===== src/rtl/ldpc_pkg.sv =====
// Shared definitions for the LDPC decoder front end.
//   N_DEF, IN_WIDTH_DEF, WIDTH_DEF : default codeword length and sample widths
//   llr_t                          : decoder-width signed LLR
//   ld_state_e                     : frame loader read-side state
package ldpc_pkg;

    localparam int N_DEF        = 12;
    localparam int IN_WIDTH_DEF = 8;
    localparam int WIDTH_DEF    = 6;

    typedef logic signed [WIDTH_DEF-1:0] llr_t;

    typedef enum logic {
        IDLE   = 1'b0,
        STREAM = 1'b1
    } ld_state_e;

endpackage


===== src/rtl/llr_bank.sv =====
// Ping-pong codeword store: 2 banks x N entries x WIDTH bits.
//   clk, xrst               : clock, async active-low reset (read register only)
//   wr_en/wr_bank/wr_idx/wr_data : single write port
//   rd_en/rd_bank/rd_idx    : read request, data appears on rd_data after the edge
//   rd_data                 : registered read data, holds when rd_en is low
module llr_bank #(
    parameter int N     = 12,
    parameter int WIDTH = 6,
    parameter int IW    = $clog2(N)
) (
    input  logic             clk,
    input  logic             xrst,
    input  logic             wr_en,
    input  logic             wr_bank,
    input  logic [IW-1:0]    wr_idx,
    input  logic [WIDTH-1:0] wr_data,
    input  logic             rd_en,
    input  logic             rd_bank,
    input  logic [IW-1:0]    rd_idx,
    output logic [WIDTH-1:0] rd_data
);

    logic [WIDTH-1:0] mem_q [2][N];
    logic [WIDTH-1:0] rd_data_d, rd_data_q;

    always_comb begin
        rd_data_d = rd_data_q;
        if (rd_en) rd_data_d = mem_q[rd_bank][rd_idx];
    end

    // Storage is never read before being written, so it carries no reset.
    always_ff @(posedge clk) begin
        if (wr_en) mem_q[wr_bank][wr_idx] <= wr_data;
    end

    always_ff @(posedge clk or negedge xrst) begin
        if (!xrst) rd_data_q <= '0;
        else       rd_data_q <= rd_data_d;
    end

    assign rd_data = rd_data_q;

endmodule


===== src/rtl/llr_frame_loader.sv =====
// LDPC decoder input stage: accepts channel LLRs on a valid/ready stream,
// converts them to decoder width, buffers whole codewords in two ping-pong
// banks and streams each codeword to the decoder one LLR per clock.
//   clk, xrst          : clock, async active-low reset
//   s_data/s_val/s_rdy : input sample stream, sample 0 of a frame first
//   dec_rdy            : decoder may take a new frame (sampled only when idle)
//   o_data/o_val       : LLR to decoder, o_sof/o_eof mark index 0 / N-1
//   frame_cnt          : frames fully streamed (wraps)
//   sat_cnt            : clipped samples (saturates)
// Build option: LLR_SAT_EN selects symmetric clipping instead of an
// arithmetic right shift for the width conversion and enables sat_cnt.
module llr_frame_loader
    import ldpc_pkg::*;
#(
    parameter int N        = N_DEF,
    parameter int IN_WIDTH = IN_WIDTH_DEF,
    parameter int WIDTH    = WIDTH_DEF
) (
    input  logic                       clk,
    input  logic                       xrst,
    input  logic signed [IN_WIDTH-1:0] s_data,
    input  logic                       s_val,
    output logic                       s_rdy,
    input  logic                       dec_rdy,
    output logic signed [WIDTH-1:0]    o_data,
    output logic                       o_val,
    output logic                       o_sof,
    output logic                       o_eof,
    output logic [15:0]                frame_cnt,
    output logic [15:0]                sat_cnt
);

    localparam int            IW       = $clog2(N);
    localparam logic [IW-1:0] LAST_IDX = IW'(N - 1);

    ld_state_e         state_q, state_d;
    logic              wr_bank_q, wr_bank_d, rd_bank_q, rd_bank_d;
    logic [IW-1:0]     wr_idx_q, wr_idx_d, rd_idx_q, rd_idx_d;
    logic [1:0]        full_q, full_d;
    logic              s_rdy_q, s_rdy_d;
    logic              o_val_q, o_val_d, o_sof_q, o_sof_d, o_eof_q, o_eof_d;
    logic [15:0]       frame_cnt_q, frame_cnt_d;
    logic              wr_fire, rd_en;
    logic signed [WIDTH-1:0] conv_data;
    logic [WIDTH-1:0]  bank_rd_data;

    assign wr_fire = s_val && s_rdy_q;

`ifdef LLR_SAT_EN
    // Symmetric clip: the most negative code is never produced.
    localparam logic signed [IN_WIDTH-1:0] SAT_HI = IN_WIDTH'((2 ** (WIDTH - 1)) - 1);
    localparam logic signed [IN_WIDTH-1:0] SAT_LO = -SAT_HI;

    logic        conv_clip;
    logic [15:0] sat_cnt_q, sat_cnt_d;

    always_comb begin
        conv_clip = 1'b1;
        if (s_data > SAT_HI)      conv_data = SAT_HI[WIDTH-1:0];
        else if (s_data < SAT_LO) conv_data = SAT_LO[WIDTH-1:0];
        else begin
            conv_clip = 1'b0;
            conv_data = s_data[WIDTH-1:0];
        end
    end

    always_comb begin
        sat_cnt_d = sat_cnt_q;
        if (wr_fire && conv_clip && (sat_cnt_q != 16'hFFFF)) sat_cnt_d = sat_cnt_q + 16'd1;
    end

    always_ff @(posedge clk or negedge xrst) begin
        if (!xrst) sat_cnt_q <= '0;
        else       sat_cnt_q <= sat_cnt_d;
    end

    assign sat_cnt = sat_cnt_q;
`else
    always_comb begin
        conv_data = WIDTH'(s_data >>> (IN_WIDTH - WIDTH));
    end

    assign sat_cnt = '0;
`endif

    always_comb begin
        state_d     = state_q;
        wr_bank_d   = wr_bank_q;
        rd_bank_d   = rd_bank_q;
        wr_idx_d    = wr_idx_q;
        rd_idx_d    = rd_idx_q;
        full_d      = full_q;
        frame_cnt_d = frame_cnt_q;
        o_val_d     = 1'b0;
        o_sof_d     = 1'b0;
        o_eof_d     = 1'b0;
        rd_en       = 1'b0;

        if (wr_fire) begin
            if (wr_idx_q == LAST_IDX) begin
                wr_idx_d          = '0;
                full_d[wr_bank_q] = 1'b1;
                wr_bank_d         = !wr_bank_q;
            end else begin
                wr_idx_d = wr_idx_q + IW'(1);
            end
        end

        unique case (state_q)
            IDLE: begin
                if (full_q[rd_bank_q] && dec_rdy) begin
                    state_d  = STREAM;
                    rd_idx_d = '0;
                end
            end
            STREAM: begin
                rd_en   = 1'b1;
                o_val_d = 1'b1;
                o_sof_d = (rd_idx_q == '0);
                if (rd_idx_q == LAST_IDX) begin
                    o_eof_d           = 1'b1;
                    full_d[rd_bank_q] = 1'b0;
                    rd_bank_d         = !rd_bank_q;
                    frame_cnt_d       = frame_cnt_q + 16'd1;
                    rd_idx_d          = '0;
                    state_d           = IDLE;
                end else begin
                    rd_idx_d = rd_idx_q + IW'(1);
                end
            end
            default: state_d = IDLE;
        endcase

        // Looks at the current full flags, so a bank freed this cycle opens
        // s_rdy one cycle later; a bank filling this cycle is never the one
        // selected by wr_bank_d, so no write can land in a full bank.
        s_rdy_d = !full_q[wr_bank_d];
    end

    always_ff @(posedge clk or negedge xrst) begin
        if (!xrst) begin
            state_q     <= IDLE;
            wr_bank_q   <= 1'b0;
            rd_bank_q   <= 1'b0;
            wr_idx_q    <= '0;
            rd_idx_q    <= '0;
            full_q      <= '0;
            s_rdy_q     <= 1'b0;
            o_val_q     <= 1'b0;
            o_sof_q     <= 1'b0;
            o_eof_q     <= 1'b0;
            frame_cnt_q <= '0;
        end else begin
            state_q     <= state_d;
            wr_bank_q   <= wr_bank_d;
            rd_bank_q   <= rd_bank_d;
            wr_idx_q    <= wr_idx_d;
            rd_idx_q    <= rd_idx_d;
            full_q      <= full_d;
            s_rdy_q     <= s_rdy_d;
            o_val_q     <= o_val_d;
            o_sof_q     <= o_sof_d;
            o_eof_q     <= o_eof_d;
            frame_cnt_q <= frame_cnt_d;
        end
    end

    llr_bank #(.N(N), .WIDTH(WIDTH), .IW(IW)) u_bank (
        .clk     (clk),
        .xrst    (xrst),
        .wr_en   (wr_fire),
        .wr_bank (wr_bank_q),
        .wr_idx  (wr_idx_q),
        .wr_data (conv_data),
        .rd_en   (rd_en),
        .rd_bank (rd_bank_q),
        .rd_idx  (rd_idx_q),
        .rd_data (bank_rd_data)
    );

    assign s_rdy     = s_rdy_q;
    assign o_data    = bank_rd_data;
    assign o_val     = o_val_q;
    assign o_sof     = o_sof_q;
    assign o_eof     = o_eof_q;
    assign frame_cnt = frame_cnt_q;

endmodule


===== config.mk =====
export PLATFORM = sky130hd
export DESIGN_NAME = llr_frame_loader
export DESIGN_NICKNAME = d
export VERILOG_FILES = /design/src/rtl/ldpc_pkg.sv /design/src/rtl/llr_bank.sv /design/src/rtl/llr_frame_loader.sv
export SDC_FILE = /design/constraint.sdc
export NUM_CORES = 1
export LEC_CHECK = 0
export ABC_AREA = 1
export CORE_UTILIZATION = 41
export CTS_CLUSTER_SIZE = 16
export DETAILED_ROUTE_END_ITERATION = 12
export PLACE_DENSITY = 0.59
export SYNTH_ARGS = -nofsm -noshare
export SYNTH_HDL_FRONTEND = slang
export SYNTH_SLANG_ARGS = --single-unit

===== constraint.sdc =====
create_clock -name clk -period 2.15 [get_ports clk]
set_clock_uncertainty 0.05 [all_clocks]
set_input_delay 0.3225 -clock clk [delete_from_list [all_inputs] [get_ports clk]]
set_output_delay 0.3225 -clock clk [all_outputs]
set_load 0.03 [all_outputs]

# Yosys cells after proc, flatten, opt, wreduce, memory -nomap -nowiden
# Memories as Yosys holds them, arrays and structs flattened.
# Cells that the tools add are included.
[totals]
mem_bits_rw = 144
n_memories = 1
elab_cells = 75
regBits = 39
out_inout_bits = 42
[classes]
muxes = 32
add_sub_neg = 3
n_eq_ne = 3
n_reduce_logical = 10
bitwise = 6
magnitude_cmp = 8
[mem_list]
columns = ["name", "words", "width", "rd", "rd_ports_with_merged_regs", "write_ports", "line_no", "source"]
rows = [
  ["u_bank.mem_q", 2, 72, 1, 0, 1, "llr_bank.sv:23", "logic [WIDTH-1:0] mem_q [2][N];"],
]
[ops]
columns = ["operator", "n"]
rows = [
  ["72-bit two-way mux", 1],
  ["6-bit binary-select mux with 4-bit select", 1],
  ["6-bit demux with 4-bit select", 1],
  ["6-bit two-way mux", 3],
  ["16-bit by 1-bit adder with 16-bit output, second input constant", 1],
  ["1-bit two-way mux", 15],
  ["4-bit two-way mux", 3],
  ["5-bit greater-or-equal comparator, second input constant", 2],
  ["4-bit NOT with 5-bit output", 2],
  ["4-bit by 1-bit adder with 4-bit output, second input constant", 2],
  ["4-bit equality test, second input constant", 2],
  ["2-bit two-way mux", 4],
  ["4-bit one-hot mux with 2 select lines", 1],
  ["1-bit by 2-bit less-than comparator with 1-bit output, second input constant", 3],
  ["1-bit logical AND", 5],
  ["5-bit by 1-bit less-than comparator with 1-bit output, second input constant", 1],
  ["4-bit zero test", 1],
  ["1-bit zero test", 3],
  ["2-bit bitwise AND", 1],
  ["1-bit demux with 1-bit select", 2],
  ["1-bit greater-or-equal comparator, second input constant", 2],
  ["2-bit != test, second input constant", 1],
  ["2-bit NOT", 1],
  ["2-bit bitwise OR", 1],
  ["other kinds (3)", 3],
]

# Longest topological paths before layout
[depth]
word_depth = 10
mapped_depth = 11
mapped_depth_nobuf = 10

# By module
# A second synthesis with hierarchy kept.
[hier_totals]
cells_unflattened = 835
hier_area_um2 = 8299.2
[modules_own_cells]
columns = ["module", "instances", "seq_area_each_um2", "cells_per_inst", "area_per_inst_um2"]
rows = [
  ["llr_bank", 1, 4474.3, 647, 6603.8],
  ["llr_frame_loader", 1, 825.8, 188, 1695.4],
]

# Least setup slack after synthesis
# OpenSTA, ideal clock, no wires.
[synth_path]
path_kind = "register to register"
startpoint = "register s_rdy_q (netlist: s_rdy)"
endpoint = "memory u_bank.mem_q[0][30] (netlist name) (enable)"
period_less_slack_ps = 1820
slack_ps = 330
setup_ps = 377
path_stages_with_launch = 5
path_buffers = 0
t_arrival_ps = 1393
cell_sequence = "dfrtp_1 -> nand2_1 -> clkinv_1 -> nand2_1 -> nor3_1"
[synth_between]
elab_chain_len = 3
[synth_lines]
columns = ["element", "line_no", "source"]
rows = [
  ["start, declared", "llr_frame_loader.sv:40", "logic s_rdy_q, s_rdy_d;"],
  ["start signal, assigned", "llr_frame_loader.sv:160", "s_rdy_q <= s_rdy_d;"],
  ["1-bit logical AND", "llr_frame_loader.sv:47", "assign wr_fire = s_val && s_rdy_q;"],
  ["1-bit two-way mux", "llr_bank.sv:33", "if (wr_en) mem_q[wr_bank][wr_idx] <= wr_data;"],
  ["72-bit two-way mux (not written as such)", "llr_bank.sv:33", ""],
  ["end, declared", "llr_bank.sv:23", ""],
]
# Every way passes these cells.

# Worst setup path in the final report
[layout_path]
startpoint = "register frame_cnt_q[0] (netlist: frame_cnt[0])"
endpoint = "output port frame_cnt[0]"
[layout_lines]
columns = ["element", "line_no", "source"]
rows = [
  ["start, declared", "llr_frame_loader.sv:42", "logic [15:0] frame_cnt_q, frame_cnt_d;"],
  ["start signal, assigned", "llr_frame_loader.sv:164", "frame_cnt_q <= frame_cnt_d;"],
  ["end, declared", "llr_frame_loader.sv:29", "output logic [15:0] frame_cnt,"],
]
# No word-level cell between the ends.

==> metrics.cfg <==
[timing]
hold_slack_ns=0.444
fin_setup_tns_ns=0
slew_violations=0
setup_ws_ns=0.199
finalHoldViolCount=0
tightest_slew_ns=0.579
relSlewSlack=0.613
rsz0062_at_grt=false
min_period_ns=1.95
fmax_mhz=513
setup_viol=0
fin_crit_sh=0.907

[synthesis]
synthMuxAreaShare=0.00122
synth_largest_area_cell=edfxtp_1
synth_area_um2=8230
synth_top_family_by_area=simple AND/OR/NAND/NOR gates
yosys-top-cells-area=edfxtp_1 (53%), dfrtp_1 (12%), nand2_1 (10%), nand3_1 (6.8%), inv_1 (5.2%)
synthAdderAreaFrac=0.0106
ys_types=31
synth_xor_area_frac=0.0170
avgSynthCellArea_um2=10.0
synth_top_area_frac=0.526
synth-simple-area-share=0.224
yosys_warnings=0
ys_seq_elements=183
netlist_instances=821
synth-compound-area-share=0.0154
seq_area_frac_synth=0.644

[clocking]
cts_buffer_depth=2
insertion_delay_ns=0.43
htreeDepth=4
cts_resized=0
root_buffer=clkbuf_16
path_clk_slew_ns=0.06
cts_tree=built
cts_buffers=17
postCtsSetupBuffers=0
cts_hold_buf=1
numClockSinks=183

[drt]
drc=0
drtPass1Iterations=6
routed_wl_um=17500
viasPerCell=4.73
drtIter0Drc=382
vias=5504
post_drt_wl_per_cell_um=15.1
ant_nets=0

[floorplan]
pin_count=54
die_h_um=144
die_area_um2=20600
fp-row-count=51
core-area_um2=19600
die_width_um=144
start_util=0.420

[power]
p_leak_nw=4.18
ir_drop_mv=0.675
power_density_nw_per_um2=1200
totalPowerFinal_mw=11.6

[layout]
diodes=0
final_common_cell=nand2_1
stdcell_count=1163
multiInputGateArea_um2=2270
regArea_um2=5300
fin_nets=904
area_growth_pct=17.5
drive_above_1_share=0.105
final_cell_mix=nand2_1 (224), edfxtp_1 (144), inv_1 (115), nand3_1 (111), nor2_1 (46)
num-fill-cells=1841

[flow_run]
cap_violations=0

[setup_path]
path_cells=clkdlybuf4s50_1
crit_buf_inv=1
startpoint=frame_cnt[0]$_DFFE_PN0P_
startpoint_type=register
cp_slowest_cell=clkdlybuf4s50_1
end_kind=output pin
path_class=reg -> out
r2r-start=rd_idx_q[0]$_DFFE_PN0P_
cp.required_ns=1.78
cp_top_family=buffers and inverters
slowest_delay_ns=0.71
cp.arrival_ns=1.58
crit_fanout=5

[place]
numPlacedInstances=1130
place_ws_ns=0.123
io_buffers=35
dp_hpwl_um=11300
gp_congestion=0.814

[global_route]
grt.busiest_layer=met2
grt_max_degree=70
use_met1=0.246
track_usage=0.187
grt_pass1_wl_um=27900
overflow=0
antenna_found_initial=0
grt.met2_usage=0.303
grt_use_met3=0.0353
grt_pass1_vias=5243

[run_status]
status=completed

[hold_path]
holdCritPathClass=in -> async

## state kept, by name, indices dropped and copies added (netlist names), 2 cells and up
name / flops
u_bank.rd_data: 6
full_q: 2
wr_idx_q: 4
rd_idx_q: 4
frame_cnt: 16
u_bank.mem_q: 144
## cell usage after synthesis
| master | count |
|---|---|
| nand2_1 | 224 |
| edfxtp_1 | 144 |
| inv_1 | 115 |
| nand3_1 | 111 |
| nor2_1 | 46 |
| dfrtp_1 | 39 |
| clkbuf_1 | 22 |
| nor3_1 | 19 |
| buf_4 | 16 |
| buf_2 | 11 |
| or2_2 | 10 |
| o21ai_0 | 9 |
| xor2_1 | 9 |
| a21oi_1 | 8 |
| ha_1 | 7 |
| xnor2_1 | 7 |
| nand4_1 | 4 |
| a2bb2oi_1 | 2 |
| clkinv_1 | 2 |
| inv_2 | 2 |
| nor2_2 | 2 |
| nor2_8 | 2 |
| o21ai_1 | 2 |
| buf_6 | 1 |
| conb_1 | 1 |
| mux2i_1 | 1 |
| nand2_4 | 1 |
| nand3_4 | 1 |
| nor2_4 | 1 |
| o211ai_1 | 1 |
| o22ai_1 | 1 |
## per-layer routing
metal,routed length [um],vias to the layer above
li1,-,2747
met1,7900,2589
met2,8440,145
met3,860,23
met4,328,0
met5,0,-
## where the power goes
part | switching, mW | total, mW | internal (mW)
Clock | 1.28 | 3.14 | 1.86
Combinational | 2.70 | 4.04 | 1.34
Sequential | 0.232 | 4.44 | 4.20
Total | 4.21 | 11.6 | 7.41
## final cells by class
type,count,share of cell area
flip-flops and latches,183,0.548
multi-input cells,484,0.235
repair buffers,80,0.0748
clock buffers,21,0.0466
inverters,119,0.0462
well taps,265,0.0343
clock inverters,11,0.0155
## cell families after synthesis
logic type,Yosys count
muxes,1
DFF,183
and+or+nand+nor,421
adders and majority gates,7
AOI/OAI and AO/OA,23
other,1
buffers and inverters,169
xor gates and xnor gates,16
## worst paths after layout
path | slack (ns) | cells past startpoint | endpoint
min | 0.44 | 3 | u_bank.rd_data[5]$_DFFE_PN0P_
min reg2reg | 0.47 | 1 | frame_cnt[6]$_DFFE_PN0P_
max reg2reg | 0.39 | 8 | frame_cnt[11]$_DFFE_PN0P_
min in group clk | 0.47 | 1 | frame_cnt[6]$_DFFE_PN0P_
max | 0.20 | 1 | frame_cnt[0]
max in group asynchronous | 1.23 | 3 | rd_bank_q$_DFFE_PN0P_
## stage by stage
step | cell area (um2) | utilization
after floorplan | 8280 | -
after global placement | 9060 | 0.463
after detailed placement | 9060 | 0.463
after CTS | 9670 | 0.494
after global routing | 9670 | 0.494
final | 9670 | 0.494
No activity file was read; power rests on OpenSTA's default activity.
